$ cat src/rtl/monexp_ctrl_if.sv
`default_nettype none
// +--------------------------------------------------------------------------+
// | Module   : monexp_ctrl_if                                                |
// | Purpose  : Bundles the host request/result signals and the shared monmul |
// |            operand/handshake signals of the modular-exponentiation       |
// |            sequencer.                                                    |
// | Signals  : x, e, start        host -> sequencer (base, exponent, request)|
// |            z, done, busy      sequencer -> host (result, pulse, status)  |
// |            mm_x, mm_y         sequencer -> monmul operands A and B       |
// |            mm_start           sequencer -> monmul one-cycle start        |
// |            mm_z, mm_done      monmul -> sequencer product and done level |
// | Modports : slave  - the sequencer itself                                 |
// |            master - the environment (host plus monmul)                   |
// | Revision : 1.0  initial release                                          |
// +--------------------------------------------------------------------------+
interface monexp_ctrl_if #(
  parameter int K  = 8,
  parameter int EW = 8
);
  logic [K-1:0]  x;
  logic [EW-1:0] e;
  logic          start;
  logic [K-1:0]  z;
  logic          done;
  logic          busy;
  logic [K-1:0]  mm_x;
  logic [K-1:0]  mm_y;
  logic          mm_start;
  logic [K-1:0]  mm_z;
  logic          mm_done;

  modport slave (
    input  x, e, start, mm_z, mm_done,
    output z, done, busy, mm_x, mm_y, mm_start
  );

  modport master (
    output x, e, start, mm_z, mm_done,
    input  z, done, busy, mm_x, mm_y, mm_start
  );
endinterface
`default_nettype wire

$ cat src/rtl/monexp_ctrl.sv
`default_nettype none
// +--------------------------------------------------------------------------+
// | Module   : monexp_ctrl                                                   |
// | Purpose  : Computes z = x^e mod M by scheduling Montgomery products on   |
// |            one external monmul. Left-to-right square-and-multiply in the |
// |            Montgomery domain with exactly EW squarings per run.          |
// | Ports    : clk_i     rising-edge clock                                   |
// |            reset_ni  asynchronous active-low reset                       |
// |            ctrl_if   host request/result and monmul handshake bundle     |
// | Revision : 1.0  initial release                                          |
// +--------------------------------------------------------------------------+
module monexp_ctrl #(
  parameter int           K  = 8,
  parameter logic [K-1:0] M  = 8'd239,
  parameter int           EW = 8,
  parameter logic [K-1:0] R1 = 8'd17,
  parameter logic [K-1:0] R2 = 8'd50
) (
  input  wire logic       clk_i,
  input  wire logic       reset_ni,
  monexp_ctrl_if.slave    ctrl_if
);

  localparam int CW = (EW > 1) ? $clog2(EW) : 1;

  // The constants are only meaningful for an odd modulus with R1, R2 reduced.
  if ((M % 2) == 0 || R1 >= M || R2 >= M) begin : g_param_check
    $error("monexp_ctrl: M must be odd and R1, R2 must be below M");
  end

  typedef enum logic [3:0] {
    IDLE  = 4'd0,
    TOM_I = 4'd1,
    TOM_W = 4'd2,
    SQR_I = 4'd3,
    SQR_W = 4'd4,
    MUL_I = 4'd5,
    MUL_W = 4'd6,
    NEXT  = 4'd7,
    FRM_I = 4'd8,
    FRM_W = 4'd9
  } state_t;

  state_t        state_q, state_d;
  logic [EW-1:0] e_q, e_d;
  logic [CW-1:0] cnt_q, cnt_d;
  logic [K-1:0]  acc_q, acc_d;
  logic [K-1:0]  xm_q, xm_d;
  logic [K-1:0]  z_q, z_d;
  logic          done_q, done_d;
  logic          busy_q, busy_d;
  logic [K-1:0]  mm_x_q, mm_x_d;
  logic [K-1:0]  mm_y_q, mm_y_d;
  logic          mm_start_q, mm_start_d;
  logic          mm_done_q;
  logic          ev;

  // Only a rising edge of mm_done marks a fresh product.
  assign ev = ctrl_if.mm_done & ~mm_done_q;

  always_ff @(posedge clk_i or negedge reset_ni) begin
    if (!reset_ni) begin
      state_q    <= IDLE;
      e_q        <= '0;
      cnt_q      <= '0;
      acc_q      <= '0;
      xm_q       <= '0;
      z_q        <= '0;
      done_q     <= 1'b0;
      busy_q     <= 1'b0;
      mm_x_q     <= '0;
      mm_y_q     <= '0;
      mm_start_q <= 1'b0;
      mm_done_q  <= 1'b0;
    end else begin
      state_q    <= state_d;
      e_q        <= e_d;
      cnt_q      <= cnt_d;
      acc_q      <= acc_d;
      xm_q       <= xm_d;
      z_q        <= z_d;
      done_q     <= done_d;
      busy_q     <= busy_d;
      mm_x_q     <= mm_x_d;
      mm_y_q     <= mm_y_d;
      mm_start_q <= mm_start_d;
      mm_done_q  <= ctrl_if.mm_done;
    end
  end

  // Each ISSUE state loads the operand registers and raises mm_start for one
  // cycle; the operands are held untouched through the matching WAIT state.
  always_comb begin
    state_d    = state_q;
    e_d        = e_q;
    cnt_d      = cnt_q;
    acc_d      = acc_q;
    xm_d       = xm_q;
    z_d        = z_q;
    done_d     = 1'b0;
    busy_d     = busy_q;
    mm_x_d     = mm_x_q;
    mm_y_d     = mm_y_q;
    mm_start_d = 1'b0;

    unique case (state_q)
      IDLE: begin
        // done_q high means the previous run finishes this cycle; a start
        // seen now is dropped and only honoured one cycle later.
        if (ctrl_if.start && !done_q) begin
          // xm holds the plain base until the conversion product replaces it.
          xm_d    = ctrl_if.x;
          e_d     = ctrl_if.e;
          acc_d   = R1;
          cnt_d   = CW'(EW - 1);
          busy_d  = 1'b1;
          state_d = TOM_I;
        end
      end
      TOM_I: begin
        mm_x_d     = xm_q;
        mm_y_d     = R2;
        mm_start_d = 1'b1;
        state_d    = TOM_W;
      end
      TOM_W: begin
        if (ev) begin
          xm_d    = ctrl_if.mm_z;
          state_d = SQR_I;
        end
      end
      SQR_I: begin
        mm_x_d     = acc_q;
        mm_y_d     = acc_q;
        mm_start_d = 1'b1;
        state_d    = SQR_W;
      end
      SQR_W: begin
        if (ev) begin
          acc_d   = ctrl_if.mm_z;
          state_d = e_q[cnt_q] ? MUL_I : NEXT;
        end
      end
      MUL_I: begin
        mm_x_d     = acc_q;
        mm_y_d     = xm_q;
        mm_start_d = 1'b1;
        state_d    = MUL_W;
      end
      MUL_W: begin
        if (ev) begin
          acc_d   = ctrl_if.mm_z;
          state_d = NEXT;
        end
      end
      NEXT: begin
        if (cnt_q == '0) begin
          state_d = FRM_I;
        end else begin
          cnt_d   = cnt_q - 1'b1;
          state_d = SQR_I;
        end
      end
      FRM_I: begin
        // Multiplying by plain 1 strips the Montgomery factor R.
        mm_x_d     = acc_q;
        mm_y_d     = K'(1);
        mm_start_d = 1'b1;
        state_d    = FRM_W;
      end
      FRM_W: begin
        if (ev) begin
          z_d     = ctrl_if.mm_z;
          done_d  = 1'b1;
          busy_d  = 1'b0;
          state_d = IDLE;
        end
      end
      default: state_d = IDLE;
    endcase
  end

  assign ctrl_if.z        = z_q;
  assign ctrl_if.done     = done_q;
  assign ctrl_if.busy     = busy_q;
  assign ctrl_if.mm_x     = mm_x_q;
  assign ctrl_if.mm_y     = mm_y_q;
  assign ctrl_if.mm_start = mm_start_q;

endmodule
`default_nettype wire

$ cat src/flat_wrapper.sv
// flat-port wrapper written by rule: the top's interface ports become plain ports
module monexp_ctrl_flat 
#(
  parameter int           K  = 8,
  parameter logic [K-1:0] M  = 8'd239,
  parameter int           EW = 8,
  parameter logic [K-1:0] R1 = 8'd17,
  parameter logic [K-1:0] R2 = 8'd50
)
  (clk_i, reset_ni, ctrl_if_x, ctrl_if_e, ctrl_if_start, ctrl_if_mm_z, ctrl_if_mm_done, ctrl_if_z, ctrl_if_done, ctrl_if_busy, ctrl_if_mm_x, ctrl_if_mm_y, ctrl_if_mm_start);
  monexp_ctrl_if #(.K(K), .EW(EW)) ctrl_if_i ();
  input  wire logic clk_i;
  input  wire logic reset_ni;
  input wire logic [$bits(ctrl_if_i.x)-1:0] ctrl_if_x;
  input wire logic [$bits(ctrl_if_i.e)-1:0] ctrl_if_e;
  input wire logic [$bits(ctrl_if_i.start)-1:0] ctrl_if_start;
  input wire logic [$bits(ctrl_if_i.mm_z)-1:0] ctrl_if_mm_z;
  input wire logic [$bits(ctrl_if_i.mm_done)-1:0] ctrl_if_mm_done;
  output wire logic [$bits(ctrl_if_i.z)-1:0] ctrl_if_z;
  output wire logic [$bits(ctrl_if_i.done)-1:0] ctrl_if_done;
  output wire logic [$bits(ctrl_if_i.busy)-1:0] ctrl_if_busy;
  output wire logic [$bits(ctrl_if_i.mm_x)-1:0] ctrl_if_mm_x;
  output wire logic [$bits(ctrl_if_i.mm_y)-1:0] ctrl_if_mm_y;
  output wire logic [$bits(ctrl_if_i.mm_start)-1:0] ctrl_if_mm_start;
  assign ctrl_if_i.x = ctrl_if_x;
  assign ctrl_if_i.e = ctrl_if_e;
  assign ctrl_if_i.start = ctrl_if_start;
  assign ctrl_if_i.mm_z = ctrl_if_mm_z;
  assign ctrl_if_i.mm_done = ctrl_if_mm_done;
  assign ctrl_if_z = ctrl_if_i.z;
  assign ctrl_if_done = ctrl_if_i.done;
  assign ctrl_if_busy = ctrl_if_i.busy;
  assign ctrl_if_mm_x = ctrl_if_i.mm_x;
  assign ctrl_if_mm_y = ctrl_if_i.mm_y;
  assign ctrl_if_mm_start = ctrl_if_i.mm_start;
  monexp_ctrl #(.K(K), .M(M), .EW(EW), .R1(R1), .R2(R2)) u_core (.clk_i(clk_i), .reset_ni(reset_ni), .ctrl_if(ctrl_if_i));
endmodule
$ cat config.mk
export PLATFORM = sky130hd
export DESIGN_NAME = monexp_ctrl_flat
export DESIGN_NICKNAME = d
export VERILOG_FILES = /design/src/rtl/monexp_ctrl_if.sv /design/src/rtl/monexp_ctrl.sv /design/src/flat_wrapper.sv
export SDC_FILE = /design/constraint.sdc
export NUM_CORES = 1
export LEC_CHECK = 0
export ABC_AREA = 1
export CAP_MARGIN = 15
export CELL_PAD_IN_SITES_DETAIL_PLACEMENT = 0
export CELL_PAD_IN_SITES_GLOBAL_PLACEMENT = 1
export CORE_UTILIZATION = 30
export DETAILED_ROUTE_END_ITERATION = 12
export PLACE_DENSITY = 0.76
export SYNTH_ARGS = -nofsm -noshare
export SYNTH_HDL_FRONTEND = slang
export SYNTH_SLANG_ARGS = --single-unit
$ cat constraint.sdc
create_clock -name clk_i -period 1.7 [get_ports clk_i]
set_clock_uncertainty 0.2 [all_clocks]
set_input_delay 0.51 -clock clk_i [delete_from_list [all_inputs] [get_ports clk_i]]
set_output_delay 0.51 -clock clk_i [all_outputs]
set_load 0.01 [all_outputs]
==> flow_metrics.env <==
export IMPL_status="completed"
export IMPL_synth_top_family_by_area="simple AND/OR/NAND/NOR gates"
export IMPL_synthArstFlopShare_pct=100
export IMPL_synth_ff_type="dfrtp_1"
export IMPL_r2r_start="u_core.state_q[0]"
export IMPL_hold_path_depth=2
export IMPL_drcViolationCount=0
export IMPL_grt_max_degree=60
export IMPL_start_kind="flop"
export IMPL_core_area_um2=8760
export IMPL_crit_arrival_ns=0.95
export IMPL_ir_drop_v=0.000688
export IMPL_grt_use_total_pct=14.8
export IMPL_crit_chain="clkdlybuf4s15_1"
export IMPL_end_kind="output pin"
export IMPL_yosysMostFrequentCell="nand2_1"
export IMPL_dpl_worst_slack_ns=-0.348
export IMPL_grt_pass1_wl_um=11100
export IMPL_max_slew_margin_pct=78.9
export IMPL_p_leak_nw=1.84
export IMPL_numCtsBuffers=9
export IMPL_synth_seq_cells=59
export IMPL_clkTransAtPathRegs_ns=0.07
export IMPL_yosys_area_top_type="dfrtp_1"
export IMPL_timing_rr_end="u_core.ctrl_if.mm_y[5]"
export IMPL_use_met3_pct=5.18
export IMPL_drive_gt1_share_pct=25.1
export IMPL_critical_path_buf_inv_count=1
export IMPL_cts_tree="yes"
export IMPL_crit_family="flip-flops"
export IMPL_grt_use_met1_pct=21.4
export IMPL_hold_viol=0
export IMPL_pwr_share_comb_pct=46.2
export IMPL_r2r_setup_slack_ns=0.09
export IMPL_place_congestion=0.793
export IMPL_die_width_um=97.2
export IMPL_critPathMaxFanout=2
export IMPL_final_nets=431
export IMPL_overflow=0
export IMPL_p_per_area_nw_per_um2=1840
export IMPL_antenna_found_initial=0
export IMPL_pwr_share_seq_pct=34.8
export IMPL_p_clk_share_pct=18.9
export IMPL_rsz0062_at_grt="true"
export IMPL_dr_pass1_iters=4
export IMPL_synth_mux_area_share_pct=0
export IMPL_dieHeight_um=97.2
export IMPL_critical_path_class="flop to output pin"
export IMPL_met2_usage_pct=20.8
export IMPL_synth_area_um2=2720
export IMPL_viasPerCell=4.55
export IMPL_fin_crit_ns=1.66
export IMPL_fp_dieArea_um2=9460
export IMPL_synth_compound_area_share_pct=15.5
export IMPL_initial_core_util_pct=31.1
export IMPL_grt_pass1_vias=2239
export IMPL_r2r_cells=9
export IMPL_fin_crit_sh_pct=97.4
export IMPL_synthSimpleGateAreaFrac_pct=21.0
export IMPL_cts_sinks=59
export IMPL_syn2layout_area_growth_pct=36.7
export IMPL_synth_top_area_share_pct=54.3
export IMPL_worstMarginPinSlew_ns=0.316
export IMPL_routed_wl_um=6680
export IMPL_synth_edf_count=0
export IMPL_hold_path_startpoint="u_core.ctrl_if.busy"
export IMPL_internal_power_mw=4.03
export IMPL_clk_latency_ns=0.33
export IMPL_worst_slack_ns=0.0435
export IMPL_io_buffers=54
export IMPL_synth_cells=319
export IMPL_synth_top_cells_by_area="dfrtp_1 54%, nand2_1 13%, inv_1 5.4%"
export IMPL_synth_fp_nets=349
export IMPL_finalSetupViolCount=0
export IMPL_final_antenna_net_count=0
export IMPL_max_clock_freq_mhz=604
export IMPL_h_tree_depth=3
export IMPL_synth_commonest_cells="92 x nand2_1, 59 x dfrtp_1, 39 x inv_1, 27 x o21ai_0, 22 x nor2_1"
export IMPL_clockRootBuffer="clkbuf_8"
export IMPL_power_mw=6.85
export IMPL_wl_per_cell_um=13.0
export IMPL_p_sw_mw=2.82
export IMPL_design_area_um2=3720
export IMPL_grt_busiest_layer="met1"
export IMPL_diodes=0
export IMPL_synthXorXnorAreaFrac_pct=0.322
export IMPL_first_iter_violations=83
export IMPL_cp_required_ns=0.99
export IMPL_setup_tns_ns=0
export IMPL_pin_count=55
export IMPL_switching_share_pct=41.2
export IMPL_yosysWarnings=0
export IMPL_hold_end="u_core.ctrl_if.busy"
export IMPL_rows=34
export IMPL_drv_slew=0
export IMPL_drv_cap=0
export IMPL_place_area_um2=3480
export IMPL_syn_avg_cell_area_um2=8.53
export IMPL_hpwlAfterDp_um=4790
export IMPL_cts_buffer_depth=2
export IMPL_critPathMaxStageDelay_ns=0.38
export IMPL_vias=2340
export IMPL_synth_adder_area_share_pct=0.920
export IMPL_slowest_stage="dfrtp_1"
export IMPL_hold_class="flop to flop"
export IMPL_yosysUniqueCellTypes=26
export IMPL_yosysSeqAreaShare_pct=54.3
==> cells in the final DEF, fill, tap and decap left out, drive strengths merged <==
cell | Yosys | final
xor2 | 1 | 1
clkinvlp | 0 | 2
a21oi | 10 | 10
o21ai | 37 | 37
clkbuf | 0 | 33
nor3 | 2 | 2
o211ai | 14 | 15
inv | 44 | 45
a31oi | 2 | 2
dlygate4sd3 | 0 | 1
ha | 2 | 2
buf | 6 | 23
nand4 | 1 | 1
a22oi | 6 | 6
clkdlybuf4s15 | 0 | 2
nand3 | 11 | 11
bufinv | 0 | 1
dfrtp | 59 | 59
nor2 | 26 | 26
nand2 | 98 | 98
clkinv | 0 | 3
clkdlybuf4s50 | 0 | 26
==> cell families after synthesis <==
| logic type | Yosys count |
|---|---|
| compound gates | 69 |
| flops | 59 |
| simple gates | 138 |
| xor+xnor | 1 |
| buf+inv | 50 |
| fa+ha+maj | 2 |
==> routing by layer <==
| layer | wire length [um] | share of wire (%) |
|---|---|---|
| met2 | 2990 | 45 |
| met4 | 45 | 0.67 |
| met3 | 399 | 6.0 |
| met1 | 3240 | 49 |
| met5 | 0 | 0 |
==> power by group through the flow <==
stage	clock (mW)	sequential, mW	combinational (mW)
floorplan	0	2.44	1.77
global placement	0	2.38	2.94
detailed placement	0	2.39	3.00
CTS	1.34	2.37	2.95
global route	1.42	2.46	3.60
finish	1.30	2.39	3.17
==> cell type report <==
class                           count  area, um2
Clock buffer                        9        124
Clock inverter                      7       76.3
Fill cell                         905       5040
Inverter                           44        168
Multi-Input combinational cell    211       1120
Sequential cell                    59       1480
Tap cell                          108        135
Timing Repair Buffer               76        617
==> how the worst max path moves through the flow <==
stage / from / endpoint / slack [ns] / cells after the start
after floorplan: u_core.state_q[3] / u_core.ctrl_if.mm_y[6] / 0.18 / 7
after global placement: ctrl_if_mm_done / u_core.acc_q[0] / -0.29 / 6
after detailed placement: ctrl_if_start / u_core.cnt_q[1] / -0.35 / 7
after CTS: u_core.ctrl_if.done / ctrl_if_done / -0.003 / 1
after global routing: u_core.state_q[0] / u_core.ctrl_if.mm_y[5] / -0.02 / 7
final: u_core.ctrl_if.busy / ctrl_if_busy / 0.04 / 1
==> what timing repair did <==
item                                   4_1_cts  5_1_grt
gates cloned                                 0        2
setup endpoints to repair                   44       63
setup buffers                                0        5
pin swaps                                    0        5
resized for setup                           60       52
endpoints found under the hold margin       59        0
hold buffers                                 1        0
==> state kept, by name, indices dropped and copies added (netlist names) <==
name / cells
u_core.e_q: 8
u_core.ctrl_if.done: 1
u_core.state_q: 4
u_core.ctrl_if.z: 8
u_core.mm_done_q: 1
u_core.ctrl_if.mm_y: 8
u_core.xm_q: 8
u_core.ctrl_if.mm_start: 1
u_core.ctrl_if.mm_x: 8
u_core.acc_q: 8
u_core.ctrl_if.busy: 1
u_core.cnt_q: 3
==> per-stage QoR <==
step | utilization, % | instances | hold WS, ns
finish | 42.5 | 514 | 0.279
global route | 42.5 | 514 | 0.323
CTS | 42.4 | 507 | 0.284
detailed placement | 39.7 | 490 | 0.263
global placement | 39.7 | 490 | 0.262
floorplan | - | 319 | 0.0144
==> worst register-to-register path: stages, from the launching register on <==
cell and delay, ns:
dfrtp_1 0.43, inv_2 0.10, nand2_2 0.10, nor2_2 0.11, nand2_2 0.08, nand3_4 0.09
buf_6 0.13, o211ai_1 0.12, o21ai_0 0.10, inv_1 0.05
(Power assumes the default switching activity.)
